`src/rtl/mcc_sequencer.sv`:
```
// mcc_sequencer: multi-cycle control FSM with ready handshakes, illegal-opcode/timeout TRAP and HALT.
// Optional MCC_PERF_CNT_EN adds cycle_count/instr_count performance counters.
module mcc_sequencer #(
  parameter int ALUOP_W = 4,
  parameter int MEM_TIMEOUT = 15
`ifdef MCC_PERF_CNT_EN
  , parameter int CNT_W = 32
`endif
) (
  input  logic               clock,
  input  logic               reset,
  input  logic [4:0]         opcode,
  input  logic               zero,
  input  logic               imem_ready,
  input  logic               dmem_ready,
  output logic               ir_write,
  output logic               pc_write,
  output logic [1:0]         pc_source,
  output logic               alu_src_a,
  output logic [1:0]         alu_src_b,
  output logic [ALUOP_W-1:0] alu_op,
  output logic               mem_to_reg,
  output logic               mem_read_not_write,
  output logic               mem_select,
  output logic               reg_write,
  output logic               halted,
  output logic               trap,
  output logic [2:0]         state
`ifdef MCC_PERF_CNT_EN
  , output logic [CNT_W-1:0] cycle_count,
  output logic [CNT_W-1:0]   instr_count
`endif
);
  typedef enum logic [2:0] {
    S_FETCH  = 3'd0,
    S_DECODE = 3'd1,
    S_EXEC   = 3'd2,
    S_MEM    = 3'd3,
    S_WB     = 3'd4,
    S_HALT   = 3'd5,
    S_TRAP   = 3'd6
  } state_t;
  localparam logic [4:0] OP_NOP = 5'h00, OP_LOAD = 5'h18, OP_STORE = 5'h19;
  localparam logic [4:0] OP_BEQ = 5'h1A, OP_JUMP = 5'h1B, OP_HALT = 5'h1F;
  localparam int WCW = (MEM_TIMEOUT > 1) ? $clog2(MEM_TIMEOUT) : 1;
  localparam logic [WCW-1:0] WLIM = WCW'(MEM_TIMEOUT - 1);
  state_t         r_state, w_next;
  logic [WCW-1:0] r_wait;
  logic           w_rtype, w_itype, w_load, w_beq, w_mem_op, w_illegal;
  logic           w_stall, w_timeout;
  assign w_rtype   = !opcode[4] && (opcode != OP_NOP);
  assign w_itype   = opcode[4:3] == 2'b10;
  assign w_load    = opcode == OP_LOAD;
  assign w_beq     = opcode == OP_BEQ;
  assign w_mem_op  = w_load || (opcode == OP_STORE);
  assign w_illegal = (opcode == 5'h1C) || (opcode == 5'h1D) || (opcode == 5'h1E);
  assign w_stall   = reset && (((r_state == S_FETCH) && !imem_ready) || ((r_state == S_MEM) && !dmem_ready));
  assign w_timeout = r_wait == WLIM;
  assign state     = reset ? r_state : S_FETCH;
  always_ff @(posedge clock) begin
    if (!reset) begin
      r_state <= S_FETCH;
      r_wait  <= '0;
    end else begin
      r_state <= w_next;
      r_wait  <= (w_stall && !w_timeout) ? r_wait + 1'b1 : '0;
    end
  end
  always_comb begin
    w_next             = r_state;
    ir_write           = 1'b0;
    pc_write           = 1'b0;
    pc_source          = 2'd0;
    alu_src_a          = 1'b0;
    alu_src_b          = 2'd0;
    alu_op             = '0;
    mem_to_reg         = 1'b0;
    mem_read_not_write = 1'b0;
    mem_select         = 1'b0;
    reg_write          = 1'b0;
    halted             = 1'b0;
    trap               = 1'b0;
    if (!reset) begin
      pc_write  = 1'b1;
      pc_source = 2'd3;
    end else begin
      case (r_state)
        S_FETCH: begin
          alu_src_b = 2'd1;
          if (imem_ready) begin
            ir_write = 1'b1;
            pc_write = 1'b1;
            w_next   = S_DECODE;
          end else if (w_timeout) begin
            w_next = S_TRAP;
          end
        end
        S_DECODE: begin
          alu_src_b = 2'd2;
          if (opcode == OP_NOP) w_next = S_FETCH;
          else if (opcode == OP_HALT) w_next = S_HALT;
          else if (w_illegal) w_next = S_TRAP;
          else if (opcode == OP_JUMP) begin
            pc_write  = 1'b1;
            pc_source = 2'd2;
            w_next    = S_FETCH;
          end else w_next = S_EXEC;
        end
        S_EXEC: begin
          alu_src_a = 1'b1;
          alu_src_b = (w_rtype || w_beq) ? 2'd0 : 2'd2;
          alu_op    = w_rtype ? ALUOP_W'(opcode[3:0]) : w_itype ? ALUOP_W'(opcode[2:0]) : w_beq ? ALUOP_W'(1) : '0;
          pc_write  = w_beq && zero;
          pc_source = (w_beq && zero) ? 2'd1 : 2'd0;
          w_next    = w_mem_op ? S_MEM : (w_rtype || w_itype) ? S_WB : S_FETCH;
        end
        S_MEM: begin
          mem_select         = 1'b1;
          mem_read_not_write = w_load;
          if (dmem_ready) w_next = w_load ? S_WB : S_FETCH;
          else if (w_timeout) w_next = S_TRAP;
        end
        S_WB: begin
          reg_write  = 1'b1;
          mem_to_reg = w_load;
          w_next     = S_FETCH;
        end
        S_HALT: halted = 1'b1;
        S_TRAP: trap = 1'b1;
        default: w_next = S_FETCH;
      endcase
    end
  end
`ifdef MCC_PERF_CNT_EN
  logic [CNT_W-1:0] r_cyc, r_ins;
  assign cycle_count = r_cyc;
  assign instr_count = r_ins;
  always_ff @(posedge clock) begin
    if (!reset) begin
      r_cyc <= '0;
      r_ins <= '0;
    end else begin
      if ((r_state != S_HALT) && (r_state != S_TRAP)) r_cyc <= r_cyc + 1'b1;
      if ((w_next == S_FETCH) && (r_state != S_FETCH)) r_ins <= r_ins + 1'b1;
    end
  end
`endif
endmodule

```
`config.mk`:
```
export PLATFORM = sky130hd
export DESIGN_NAME = mcc_sequencer
export DESIGN_NICKNAME = d
export VERILOG_FILES = /design/src/rtl/mcc_sequencer.sv
export SDC_FILE = /design/constraint.sdc
export NUM_CORES = 1
export LEC_CHECK = 0
export CORE_MARGIN = 2
export CORE_UTILIZATION = 39
export CTS_BUF_LIST = sky130_fd_sc_hd__clkbuf_8
export CTS_CLUSTER_SIZE = 40
export DETAILED_ROUTE_END_ITERATION = 10
export PLACE_DENSITY = 0.83
export REMOVE_ABC_BUFFERS = 1
export SYNTH_ARGS = -nofsm -noshare
export SYNTH_HDL_FRONTEND = slang
export SYNTH_SLANG_ARGS = --single-unit
```
`constraint.sdc`:
```
create_clock -name clock -period 1.5 [get_ports clock]
set_input_delay 0.3 -clock clock [delete_from_list [all_inputs] [get_ports clock]]
set_output_delay 0.3 -clock clock [all_outputs]
set_load 0.02 [all_outputs]
```
Word level (Yosys, flattened, before mapping) --
Index checks and enable logic that the tools add are counted.
Storage, ports and cells: output and inout bits 20, input port bits 10, logic and storage cells 90, flip-flop bits (word level) 7
Operators by class: equality and inequality tests 16, add/subtract/negate cells 1, muxes and demuxes 50, reduce and logical (&&, ||, !) cells 21
Operator list (count):
- $eq 5x5->1 const B | 8
- $mux 3 | 11
- $mux 1 | 24
- $mux 2 | 8
- $pmux 3 s5 | 1
- $mux 4 | 3
- $eq 3x3->1 const B | 3
- $eq 3x2->1 const B | 2
- $logic_and 1x1->1 | 6
- $logic_or 1x1->1 | 6
- $pmux 2 s3 | 1
- $logic_not 5->1 | 1
- $reduce_bool 5->1 | 1
- $add 4x1->4 const B | 1
- $eq 4x4->1 const B | 1
- $logic_not 1->1 | 4
- $pmux 2 s2 | 1
- $eq 3x1->1 const B | 1
- $logic_not 3->1 | 1
- $pmux 1 s3 | 1
- $eq 2x2->1 const B | 1
- $reduce_and 2->1 | 1
- $reduce_or 2->1 | 1

Longest topological paths before layout --
depth in word-level cells 8, mapped depth 6

Least setup slack after synthesis --
No wires, ideal clock.
kind register -> output, from register r_state[0], to output pc_write, data required time 1.200 ns, arrival 1.845 ns, path slack -0.645 ns, stages on the path, launching flop included 5, path through dfxtp_1 > buf_2 > or2b_2 > o41ai_1 > or2_1
Between the ends: longest elaborated chain between the ends 3, elaborated cells on any way between the ends 5, those cells by class eq/ne: 2; mux: 2; reduce/logical: 1
Ends and longest elaborated chain:
- start: declaration | line 47 | state_t r_state, w_next;
- start signal: assignment | line 65 | r_state <= w_next;
- $eq 3x2->1, or another cell as far along | line 87 | case (r_state)
- $pmux 1 s3 * | line 87
- $mux 1 * | line 83 | if (!reset) begin
- end: declaration | line 17 | output logic pc_write,
Mark *: on every way between the ends. The rest lies on a longest branch, timed or not.

Worst setup path after layout --
from input opcode[2], to output pc_source[0]
Between the ends: longest elaborated chain between the ends 8, elaborated cells on any way between the ends 15, those cells by class eq/ne: 5; mux: 6; reduce/logical: 4
Ends and longest elaborated chain:
- start: declaration | line 12 | input logic [4:0] opcode,
- $eq 5x5->1 | line 56 | assign w_illegal = (opcode == 5'h1C) || (opcode == 5'h1D) || (opcode == 5'h1E);
- $logic_or 1x1->1 (2 in a row) | line 56
- $mux 2 | line 102 | else if (w_illegal) w_next = S_TRAP;
- $mux 2 | line 101 | else if (opcode == OP_HALT) w_next = S_HALT;
- $mux 2 | line 100 | if (opcode == OP_NOP) w_next = S_FETCH;
- $pmux 2 s2 * | line 87
- $mux 2 * | line 83
- end: declaration | line 18 | output logic [1:0] pc_source,
Marked as above.

==> flow_metrics.env <==
export IMPL_status="complete, but fails checks"
export IMPL_violations="negative setup slack"
export IMPL_maxSlewViolCount=0
export IMPL_port_buffers=29
export IMPL_clkTransAtPathRegs_ns=0.04
export IMPL_cap_viol_max_count=0
export IMPL_yosysMostFrequentCell="nor2_1"
export IMPL_drive_above_1_share_pct=62.0
export IMPL_async_flop_share_pct=0
export IMPL_drt_pass1_iterations=4
export IMPL_timing_hold_worst_class="reg -> reg"
export IMPL_setup_worst_path_class="in -> out"
export IMPL_synth_avg_cell_area_um2=7.16
export IMPL_fp_dieArea_um2=2160
export IMPL_cts_sinks=7
export IMPL_io_pins=30
export IMPL_dr_wl_met3_um=212
export IMPL_dieHeight_um=46.4
export IMPL_fp_dieW_um=46.4
export IMPL_syn_area_um2=702
export IMPL_p_int_mw=0.749
export IMPL_p_seq_share_pct=19.5
export IMPL_diodes=0
export IMPL_initial_utilization_pct=41.1
export IMPL_grt_ovfl_total=0
export IMPL_first_iter_violations=40
export IMPL_yosysWarnings=0
export IMPL_post_route_min_period_ns=1.83
export IMPL_p_per_area_nw_per_um2=809
export IMPL_core_area_um2=1710
export IMPL_drc=0
export IMPL_routed_wl_um=3470
export IMPL_synthDistinctLibCells=41
export IMPL_finalSetupViolations=16
export IMPL_clock_fmax_mhz=546
export IMPL_worst_clock_skew_ns=0.00107
export IMPL_tritoncts="yes"
export IMPL_grt_pass1_wl_um=4150
export IMPL_tightest_slew_ns=0.313
export IMPL_wirelength_met1_um=1250
export IMPL_top_layer_used="met4"
export IMPL_power_mw=1.20
export IMPL_hold_viol=0
export IMPL_cts_max_level=1
export IMPL_clkPwrFrac_pct=21.4
export IMPL_synthTopCellsByCount="nor2_1, dfxtp_1, nand2_1"
export IMPL_vias=1092
export IMPL_grt_pass1_vias=984
export IMPL_rsz0062_at_grt="true"
export IMPL_cp_arrival_ns=1.53
export IMPL_max_slew_margin_pct=78.9
export IMPL_pre_cts_slack_ns=-1.10
export IMPL_required_ns=1.20
export IMPL_nets=176
export IMPL_grt_usage_pct=27.1
export IMPL_route_detailed_wl_per_inst_um=18.5
export IMPL_p_switching_mw=0.448
export IMPL_crit_family="simple AND/OR/NAND/NOR gates"
export IMPL_yosysSeqAreaShare_pct=20.0
export IMPL_switching_share_pct=37.4
export IMPL_grt_antenna_before_repair=0
export IMPL_ant_nets=0
export IMPL_critPathMaxFanout=2
export IMPL_placed_cell_area_um2=1180
export IMPL_area_delta_synth_final_pct=111
export IMPL_yosysTopAreaCellShare_pct=20.0
export IMPL_finalCritPeriodShare_pct=122
export IMPL_power_frac_comb_pct=59.1
export IMPL_end_kind="output port"
export IMPL_slowest_delay_ns=0.54
export IMPL_critPathLaunchType="primary input"
export IMPL_hold_buffers=0
export IMPL_synth_edf_count=0
export IMPL_cp_cell_sequence="buf_6 -> nand4b_1 -> or4b_4 -> o21ai_1 -> buf_4"
export IMPL_wl_met2_um=1840
export IMPL_cts_buffer_depth=2
export IMPL_slowest_stage="or4b_4"
export IMPL_ys_flop_type="dfxtp_1"
export IMPL_place_hpwl_um=1860
export IMPL_std_cell_rows=15
export IMPL_clock_latency_ns=0.23
export IMPL_p_leak_nw=0.687
export IMPL_vias_per_cell=5.81
export IMPL_setup_ws_ns=-0.330
export IMPL_finish_instance_area_um2=1480
export IMPL_cp_buffers_inverters=2
export IMPL_syn_instance_count=98
export IMPL_gp_congestion=0.780
export IMPL_grt_start_max_net_pins=10
export IMPL_cts_buffers=3
export IMPL_reg2reg_slack_ns=0.01
export IMPL_netlist_top_cell_by_area="dfxtp_1"
export IMPL_ys_top_cells_by_area="dfxtp_1, nor2_1, buf_6, nand2_1, a21oi_1"
export IMPL_yosys_register_bits=7
export IMPL_ir_drop_v=0.000869
export IMPL_clock_root_buffer="clkbuf_8"
placed cells by master, fill, tap and decap left out, types with 3 or more instances in the layout:
cell	Yosys	routed
nand2b_4	0	3
dfxtp_1	7	4
buf_6	3	27
inv_1	6	7
nor2_4	0	3
clkbuf_8	0	3
nand2_1	7	5
a21oi_1	5	4
buf_2	2	8
nor2_1	14	10
buf_4	3	30
dfxtp_2	0	3
layer usage:
| metal | track usage (%) | up-vias |
|---|---|---|
| li1 | - | 476 |
| met1 | 25.2 | 523 |
| met2 | 50.6 | 71 |
| met3 | 6.67 | 22 |
| met4 | 18.9 | 0 |
| met5 | 0 | - |
timing repair:
item                       CTS  global route
pin swaps                   11            10
gates resized for setup    166            19
setup endpoints to repair   23            18
buffers inserted             7             5
power by group through the flow:
stage          sequential, mW  combinational, mW  clock (mW)
3_5_place_dp            0.227              0.489           0
3_3_place_gp            0.224              0.471           0
5_1_grt                 0.234              0.743       0.264
6_report                0.233              0.708       0.256
2_1_floorplan           0.238              0.196           0
4_1_cts                 0.229              0.599       0.261
cell families (layout without fill, tap and decap cells):
family	after synthesis	in the layout	synth area share, %
AOI/OAI and AO/OA	19	19	18.0
xor gates and xnor gates	2	2	2.50
adders and majority gates	2	2	3.56
buffers and inverters	15	80	13.2
DFF	7	7	20.0
and+or+nand+nor	53	53	42.8
stage by stage:
stage / TNS, ns / cells / util (%) / hold WS [ns]
2_1_floorplan: -2.24 / 90 / - / 0.416
3_3_place_gp: -16.94 / 174 / 69.2 / 0.445
3_5_place_dp: -17.62 / 174 / 69.2 / 0.465
4_1_cts: -1.97 / 184 / 80.7 / 0.474
5_1_grt: -3.40 / 188 / 86.7 / 0.491
6_report: -2.78 / 188 / 86.7 / 0.468
final cells by class:
type	instances	area [µm²]
multi-input cells	76	623
repair buffers	69	608
fillers	79	228
flip-flops and latches	7	144
clock buffers	3	41.3
well taps	25	31.3
inverters	7	28.8
clock inverters	1	3.75
flip-flops by register name, summed over array words and instances (netlist names):
name,count
r_wait,4
r_state,3
worst paths after layout:
| path | from | cells past startpoint | end |
|---|---|---|---|
| min reg2reg | r_wait[0] | 1 | r_wait[0] |
| max | opcode[2] | 5 | pc_source[0] |
| max reg2reg | r_state[2] | 7 | r_state[0] |
| min | r_wait[0] | 1 | r_wait[0] |
No activity file was read; power rests on OpenSTA's default activity.
